### src/rtl/alu_pkg.sv
// Shared ALU definitions: sequencer state encoding and slice width.
package alu_pkg;

    typedef enum logic [1:0] {
        IDLE,
        RUN,
        DONE
    } seq_state_t;

    localparam int NIBBLE_W = 4;

endpackage : alu_pkg

### src/rtl/serial_cla_sequencer_slice.sv
// Four-bit carry-lookahead adder slice, time-shared by serial_cla_sequencer.
// Carries are produced by lookahead equations rather than by rippling.
// pg/gg are the group propagate/generate outputs for cascading.
module fourbitCLAdder (
    input  logic [3:0] a,
    input  logic [3:0] b,
    input  logic       cin,
    output logic [3:0] sum,
    output logic       cout,
    output logic       pg,
    output logic       gg
);

    logic [3:0] g;
    logic [3:0] p;
    logic [4:0] c;

    // Lookahead carry equations expanded for each bit position
    always_comb begin
        g    = a & b;
        p    = a ^ b;
        c[0] = cin;
        c[1] = g[0] | (p[0] & cin);
        c[2] = g[1] | (p[1] & g[0]) | (p[1] & p[0] & cin);
        c[3] = g[2] | (p[2] & g[1]) | (p[2] & p[1] & g[0])
             | (p[2] & p[1] & p[0] & cin);
        c[4] = g[3] | (p[3] & g[2]) | (p[3] & p[2] & g[1])
             | (p[3] & p[2] & p[1] & g[0])
             | (p[3] & p[2] & p[1] & p[0] & cin);
        sum  = p ^ c[3:0];
        cout = c[4];
        pg   = &p;
        gg   = g[3] | (p[3] & g[2]) | (p[3] & p[2] & g[1])
             | (p[3] & p[2] & p[1] & g[0]);
    end

endmodule : fourbitCLAdder

### src/rtl/serial_cla_sequencer.sv
// Multi-cycle WIDTH-bit add/subtract using one 4-bit CLA slice, one nibble
// per clock, LSB nibble first, with the inter-nibble carry registered.
// Optional macro SERIAL_CLA_OVF_EN adds the registered signed-overflow output Ovf.
module serial_cla_sequencer
    import alu_pkg::*;
#(
    parameter int WIDTH = 16
) (
    input  logic             Clk,
    input  logic             Reset,
    input  logic             Start,
    input  logic             Sub,
    input  logic [WIDTH-1:0] A,
    input  logic [WIDTH-1:0] B,
    output logic             Busy,
    output logic             Done,
    output logic [WIDTH-1:0] Sum,
    output logic             Cout
`ifdef SERIAL_CLA_OVF_EN
    ,
    output logic             Ovf
`endif
);

    localparam int NIBBLES = WIDTH / NIBBLE_W;
    localparam int IDX_W   = (NIBBLES > 1) ? $clog2(NIBBLES) : 1;

    seq_state_t          state;
    seq_state_t          next_state;
    logic [WIDTH-1:0]    op_a;
    logic [WIDTH-1:0]    op_b;
    logic [WIDTH-1:0]    result;
    logic [WIDTH-1:0]    next_result;
    logic                carry;
    logic [IDX_W-1:0]    idx;
    logic                last_nibble;
    logic [NIBBLE_W-1:0] a_nib;
    logic [NIBBLE_W-1:0] b_nib;
    logic [NIBBLE_W-1:0] slice_sum;
    logic                slice_cout;

    fourbitCLAdder u_slice (
        .a    (a_nib),
        .b    (b_nib),
        .cin  (carry),
        .sum  (slice_sum),
        .cout (slice_cout),
        .pg   (),
        .gg   ()
    );

    // Select the current nibble of each operand and merge the slice sum into the result
    always_comb begin
        a_nib       = op_a[{idx, 2'b00} +: NIBBLE_W];
        b_nib       = op_b[{idx, 2'b00} +: NIBBLE_W];
        last_nibble = (idx == IDX_W'(NIBBLES - 1));
        next_result = result;
        next_result[{idx, 2'b00} +: NIBBLE_W] = slice_sum;
    end

`ifdef SERIAL_CLA_OVF_EN
    logic carry_into_msb;

    // Recover the carry into the top bit from the slice's bit-3 inputs and sum
    always_comb begin
        carry_into_msb = a_nib[3] ^ b_nib[3] ^ slice_sum[3];
    end
`endif

    // State register
    always_ff @(posedge Clk or posedge Reset) begin
        if (Reset) begin
            state <= IDLE;
        end else begin
            state <= next_state;
        end
    end

    // Next-state logic and handshake outputs decoded from state
    always_comb begin
        next_state = state;
        Busy       = 1'b0;
        Done       = 1'b0;
        case (state)
            IDLE: begin
                if (Start) begin
                    next_state = RUN;
                end
            end
            RUN: begin
                Busy = 1'b1;
                if (last_nibble) begin
                    next_state = DONE;
                end
            end
            DONE: begin
                Done       = 1'b1;
                next_state = IDLE;
            end
            default: next_state = IDLE;
        endcase
    end

    // Operand capture, per-nibble accumulation, and result publication on the last nibble
    always_ff @(posedge Clk or posedge Reset) begin
        if (Reset) begin
            op_a   <= '0;
            op_b   <= '0;
            result <= '0;
            carry  <= 1'b0;
            idx    <= '0;
            Sum    <= '0;
            Cout   <= 1'b0;
`ifdef SERIAL_CLA_OVF_EN
            Ovf    <= 1'b0;
`endif
        end else begin
            case (state)
                IDLE: begin
                    if (Start) begin
                        op_a  <= A;
                        op_b  <= Sub ? ~B : B;
                        carry <= Sub;
                        idx   <= '0;
                    end
                end
                RUN: begin
                    result <= next_result;
                    carry  <= slice_cout;
                    idx    <= idx + IDX_W'(1);
                    if (last_nibble) begin
                        Sum  <= next_result;
                        Cout <= slice_cout;
`ifdef SERIAL_CLA_OVF_EN
                        Ovf  <= carry_into_msb ^ slice_cout;
`endif
                    end
                end
                default: begin
                end
            endcase
        end
    end

endmodule : serial_cla_sequencer
### config.mk
export PLATFORM = sky130hd
export DESIGN_NAME = serial_cla_sequencer
export DESIGN_NICKNAME = d
export VERILOG_FILES = /design/src/rtl/alu_pkg.sv /design/src/rtl/serial_cla_sequencer_slice.sv /design/src/rtl/serial_cla_sequencer.sv
export SDC_FILE = /design/constraint.sdc
export NUM_CORES = 1
export LEC_CHECK = 0
export CORE_ASPECT_RATIO = 0.75
export CORE_MARGIN = 2
export CORE_UTILIZATION = 55
export DETAILED_ROUTE_END_ITERATION = 12
export PLACE_DENSITY = 0.8
export SYNTH_ARGS = -nofsm -noshare
export SYNTH_HDL_FRONTEND = slang
export SYNTH_SLANG_ARGS = --single-unit
export TNS_END_PERCENT = 50
### constraint.sdc
create_clock -name Clk -period 4.5 [get_ports Clk]
set_clock_uncertainty 0.15 [all_clocks]
set_input_delay 0.9 -clock Clk [delete_from_list [all_inputs] [get_ports Clk]]
set_output_delay 0.9 -clock Clk [all_outputs]
set_load 0.005 [all_outputs]
==> results.yml, run 1 <==
cells_and_area:
  layout.nets: 401
  area_growth_pct: 24.02
  final_util: 0.6933
  antenna_cells_inserted: 0
  layout-drive-gt1-share: 0.1453
yosys:
  synth_top_area_share: 0.5034
  synth_cells: 301
  async_reset_ff_frac: 1.000
  synth-main-ff-cell: "dfrtp_1"
  synth_top_cell_by_area: "dfrtp_1"
  synth_area_leaders: "dfrtp_1, mux2_2, mux4_2"
  synth_edf_count: 0
  syn_area_um2: 3480
  yosysSeqAreaShare: 0.5034
  synth.distinct_cells: 44
  ys_seq_elements: 70
  synth.avg_cell_area_um2: 11.56
  synth_nets: 349
  yosysWarnings: 0
sta:
  fin_crit_ps: 3305
  slew_headroom: 0.3936
  finalHoldViolations: 0
  finalSetupTns_ps: 0
  worst_pin_slew_ps: 906.8
  slew_violations: 0
  rsz0062_at_grt: "false"
  period_share: 0.7345
  fmax_ghz: 0.3025
  setup_viol: 0
  fin_ws_ps: 1195
setup_path:
  regToRegStartpoint: "idx[0]"
  worstPathArrival_ps: 3370
  crit_buf_inv: 0
  slowest_stage: "dfrtp_1"
  crit_path_end: "Sum[7]"
  setup.worst_path.start: "idx[0]"
  critPathMaxStageDelay_ps: 870
  start_kind: "flip-flop"
  rr_worst_depth: 6
  reg2reg_to: "Sum[7]"
  critical-path-top-delay-family: "flip-flops"
  r2r_setup_slack_ps: 1190
  worst_setup_path_end_kind: "flip-flop"
  cp_max_fo: 17
  crit_required_ps: 4570
  path_cells: "mux4_2 > ha_1 > a41o_1 > a21oi_1 > xor2_2 > o31ai_1"
  path_class: "reg2reg"
  cp_num_cells: 6
clocking:
  cts_sinks: 70
  cts_tree: "yes"
  postCtsSetupBuffers: 0
  worst_skew_pair.late_latency_ps: 350
  cts_root_buf: "clkbuf_8"
  clockBufferDepth: 2
  clk_pin_slew_ps: 70
  cts-buffers-inserted: 9
  ctsHoldBuffers: 0
  htree_levels: 3
  post_cts_resized: 0
floorplanning:
  boundaryPins: 55
  initial_utilization: 0.5590
  die-height_um: 72.89
  core_um2: 6225
  die_w_um: 95.85
  dieArea_um2: 6986
  rows: 25
pwr:
  power_mw: 3.560
  vdd_drop_max_mv: 0.4171
  power_density_nw_per_um2: 824.9
  leakagePower_nw: 1.757
routing:
  wl_per_cell_um: 17.46
  dr.pass1.iters: 5
  via_count: 2576
  vias_per_cell: 5.868
  drt_iter0_drc: 215
  ant_nets: 0
  drt_wl_total_um: 7664
  drc: 0
global_routing:
  grt_usage: 0.2460
  grt_pass1_vias: 2452
  grt_pass1_wl_um: 12560
  antenna_found_initial: 0
  grt_max_degree: 71
  grt_overflow_total: 0
placement:
  dp_slack_ps: 1207
  place_congestion: 0.8862
  port-buffer-count: 54
  place_hpwl_um: 5391
hold_path:
  holdCritStartpoint: "result[3]"
  hp-class: "reg2reg"
run_status:
  status: "complete, no violations"
job:
  drv_cap: 0
state kept, by name, indices dropped and copies added (netlist names):
signal and flops:
carry 1, Sum 16, op_b 16, Cout 1, state 2, result 16, idx 2, op_a 16
routing by layer:
layer | wire, µm | GRT usage | vias up
met5 | 0 | 0 | -
met4 | 53 | 0.05873 | 0
met3 | 487 | 0.08574 | 5
met2 | 3478 | 0.3388 | 94
met1 | 3645 | 0.3759 | 1280
li1 | - | - | 1197
worst register-to-register path, delay by kind of cell (launching register included):
family                   cells  cell delay, ps
flip-flops                   1             870
AO/OA/AOI/OAI                3             700
multiplexers                 1             610
adder cells (fa/ha/maj)      1             450
XOR/XNOR                     1             390
cells in the mapped netlist (2+ instances only):
| master | number |
|---|---|
| dfrtp_1 | 70 |
| nor2_1 | 37 |
| a21oi_1 | 22 |
| xnor2_1 | 17 |
| mux2_2 | 16 |
| nand2_1 | 13 |
| buf_2 | 11 |
| ha_1 | 11 |
| a221oi_1 | 8 |
| a32o_1 | 8 |
| inv_1 | 8 |
| mux4_2 | 8 |
| o31ai_1 | 8 |
| nand2b_1 | 6 |
| nand3b_1 | 6 |
| clkbuf_1 | 5 |
| a22o_1 | 4 |
| a311oi_1 | 4 |
| mux2i_1 | 4 |
| nand3_1 | 4 |
| nor3b_1 | 3 |
| a21o_1 | 2 |
| nor2b_1 | 2 |
| nor3_1 | 2 |
| o21bai_1 | 2 |
| or3_1 | 2 |
cell type report:
| class | count | area, µm² |
|---|---|---|
| Fill cell | 454 | 1909 |
| Sequential cell | 70 | 1752 |
| Multi-Input combinational cell | 204 | 1619 |
| Timing Repair Buffer | 58 | 583.1 |
| Clock buffer | 9 | 123.9 |
| Tap cell | 81 | 101.3 |
| Clock inverter | 7 | 98.84 |
| Inverter | 10 | 37.54 |
worst min-delay path by stage:
stage / endpoint / slack (ps) / cells after the start
2_1_floorplan: result[11] / 290 / 2
3_3_place_gp: result[3] / 300 / 2
3_5_place_dp: result[7] / 310 / 2
4_1_cts: result[7] / 330 / 2
5_1_grt: result[11] / 340 / 2
6_report: result[3] / 320 / 2
stage by stage:
step	std cells	instance area, µm²	hold WS, ps
6_report	439	4315	324.1
5_1_grt	439	4315	344.9
4_1_cts	439	4315	325.2
3_5_place_dp	423	4093	308.1
3_3_place_gp	423	4093	303.2
2_1_floorplan	301	3480	290.4
where the power goes:
part	switching, mW	internal [mW]	total (mW)
logic	1.03	0.842	1.87
clock network	0.252	0.313	0.565
registers	0.219	0.905	1.12
total	1.50	2.06	3.56
placed cells by master, fill, tap and decap left out, types with 7 or more instances in the layout:
cell,n
dfrtp_1,70
clkdlybuf4s50_1,54
nor2_1,37
a21oi_1,22
xnor2_1,17
mux2_2,16
nand2_1,13
ha_1,11
clkbuf_8,9
o31ai_1,8
a221oi_1,8
mux4_2,8
a32o_1,8
inv_1,7
logic make-up (layout without fill, tap and decap cells):
kind of cell,after synthesis,count (layout),share of synthesized area
and+or+nand+nor,81,81,0.1183
buffers and inverters,27,84,0.03308
adders and majority gates,12,12,0.04531
xor gates and xnor gates,19,19,0.04998
muxes,28,28,0.1151
AOI/OAI and AO/OA,64,64,0.1348
DFF,70,70,0.5034
Power figures use the tool's default switching activity.
==> run 2: changes to the inputs <==
--- a/config.mk
+++ b/config.mk
@@ -7,9 +7,9 @@
 export LEC_CHECK = 0
 export CORE_ASPECT_RATIO = 0.75
 export CORE_MARGIN = 2
-export CORE_UTILIZATION = 55
+export CORE_UTILIZATION = 54
 export DETAILED_ROUTE_END_ITERATION = 12
-export PLACE_DENSITY = 0.8
+export PLACE_DENSITY = 0.78
 export SYNTH_ARGS = -nofsm -noshare
 export SYNTH_HDL_FRONTEND = slang
 export SYNTH_SLANG_ARGS = --single-unit
==> constraint.sdc (replaced) <==
create_clock -name Clk -period 3.3 [get_ports Clk]
set_clock_uncertainty 0.15 [all_clocks]
set_input_delay 0.66 -clock Clk [delete_from_list [all_inputs] [get_ports Clk]]
set_output_delay 0.66 -clock Clk [all_outputs]
set_load 0.005 [all_outputs]
==> run 2 against run 1 <==
Power up 36%. Final cell count up 1.1%. Sequential power up 34%. Clock-buffer cell count unchanged. Die area up 1.8%. Global-route usage down 1.1 points. First-iteration DRC count up 38%. Final area up 0.29%. Critical path depth up 1. Fmax up 12%. Largest cell class unchanged. Largest power group unchanged.
==> results.yml, run 2 (synthesis gave the netlist of run 1 again) <==
pwr:
  switchingPower_mw: 2.063
  power_density_nw_per_um2: 1120
  pwr-share-comb: 0.549
  vdd_drop_max_mv: 0.5324
  p_seq_frac: 0.309
  p_int_mw: 2.784
  clkPwrFrac: 0.142
  switching_share: 0.4256
  leakagePower_nw: 1.772
hold_path:
  holdCritStartpoint: "result[11]"
  hp-class: "reg2reg"
cells_and_area:
  finalNonFillerCells: 444
  antenna_cells_inserted: 0
  seqCellArea_um2: 1752
  multi_input_area_um2: 1619
  fillers: 481
  final_cell_mix: "dfrtp_1, clkdlybuf4s50_1, nor2_1"
  area_growth_pct: 24.38
  final_common_cell: "dfrtp_1"
  layout.nets: 406
  layout-drive-gt1-share: 0.1570
setup_path:
  reg2reg_to: "result[14]"
  cp_max_fo: 11
  r2r_setup_slack_ps: 340
  path_class: "reg2reg"
  start_kind: "flip-flop"
  worstPathArrival_ps: 3040
  crit_path_end: "result[14]"
  rr_worst_depth: 7
  worst_setup_path_end_kind: "flip-flop"
  regToRegStartpoint: "idx[0]"
  crit_required_ps: 3390
  setup.worst_path.start: "idx[0]"
routing:
  vias_per_cell: 5.883
  drt_iter0_drc: 296
  wl_per_cell_um: 17.62
  met1Wirelength_um: 3778
  via_count: 2612
  wl_met2_um: 3408
  ant_nets: 0
  dr.pass1.iters: 5
  wl_met3_um: 571
  drc: 0
  drt_wl_total_um: 7825
  highest_layer: "met4"
clocking:
  cts-buffers-inserted: 9
  post_cts_resized: 0
  postCtsSetupBuffers: 0
  worst_skew_pair.late_latency_ps: 340
  cts_sinks: 70
  clk_pin_slew_ps: 80
  clockBufferDepth: 2
  htree_levels: 3
  cts_root_buf: "clkbuf_8"
  cts_tree: "yes"
  ctsHoldBuffers: 0
floorplanning:
  boundaryPins: 55
  core_um2: 6256
  dieArea_um2: 7109
  die-height_um: 73.52
  initial_utilization: 0.5562
  rows: 25
  die_w_um: 96.69
sta:
  fmax_ghz: 0.3380
  rsz0062_at_grt: "false"
  fin_crit_ps: 2959
  setup_viol: 0
  worst_pin_slew_ps: 859.6
  finalSetupTns_ps: 0
  slew_violations: 0
  period_share: 0.8966
  finalHoldViolations: 0
  slew_headroom: 0.4251
placement:
  dp.cells: 428
  place_congestion: 0.8423
  place_hpwl_um: 5598
  port-buffer-count: 54
run_status:
  status: "complete, no violations"
global_routing:
  grt_overflow_total: 0
  antenna_found_initial: 0
  grt_max_degree: 71
  grt_pass1_wl_um: 12830
  grt_pass1_vias: 2460
  grt_usage: 0.2347
job:
  drv_cap: 0
==> run 2: cell count changes in the layout (fill, tap and decap cells not counted), sizes merged <==
cell and change:
bufinv -1, buf +5, inv +1
==> run 2: worst min path at each step <==
stage                             to  slack (ps)  cells after the start
final                     result[11]         330                      2
after global routing       result[7]         360                      2
after CTS                 result[11]         340                      2
after detailed placement   result[7]         320                      2
after global placement     result[7]         300                      2
after floorplan           result[11]         290                      2
==> run 2: power groups by stage <==
stage                     logic, mW  registers (mW)  clock network (mW)
final                          2.66            1.50               0.689
after global routing           2.89            1.55               0.747
after CTS                      2.65            1.49               0.702
after detailed placement       2.63            1.51                   0
after global placement         2.52            1.50                   0
after floorplan                1.85            1.42                   0
==> run 2: area by class of cell <==
cell class / count / share of cell area
clock inverter: 7 / 0.01706
inverter: 10 / 0.008673
sequential: 70 / 0.4047
clock buffer: 9 / 0.02862
tap: 81 / 0.02342
multi-input combinational: 204 / 0.3741
timing repair buffer: 63 / 0.1434
==> run 2: metrics by stage <==
| stage | instance area (µm²) | hold WS (ps) | total power, mW | util | worst slack (ps) |
|---|---|---|---|---|---|
| detailed placement | 4130 | 316.2 | 4.141 | 0.6602 | 367.1 |
| finish | 4328 | 331.1 | 4.847 | 0.6918 | 341.1 |
| floorplan | 3480 | 290.4 | 3.275 | - | 514.4 |
| CTS | 4328 | 335.2 | 4.848 | 0.6918 | 344.0 |
| global placement | 4130 | 303.7 | 4.015 | 0.6602 | 531.0 |
| global route | 4328 | 356.9 | 5.192 | 0.6918 | 172.7 |
==> run 2: critical path: stages, from the launching register on <==
cell and delay, ps:
dfrtp_1 600, buf_4 270, mux4_2 370, ha_1 340
a21o_1 210, a21oi_2 390, xnor2_1 220, a32o_1 300
==> run 2: layer usage <==
layer / GRT usage / vias up
li1: - / 1209
met1: 0.3635 / 1294
met2: 0.3310 / 102
met3: 0.05994 / 7
met4: 0.06103 / 0
met5: 0 / -
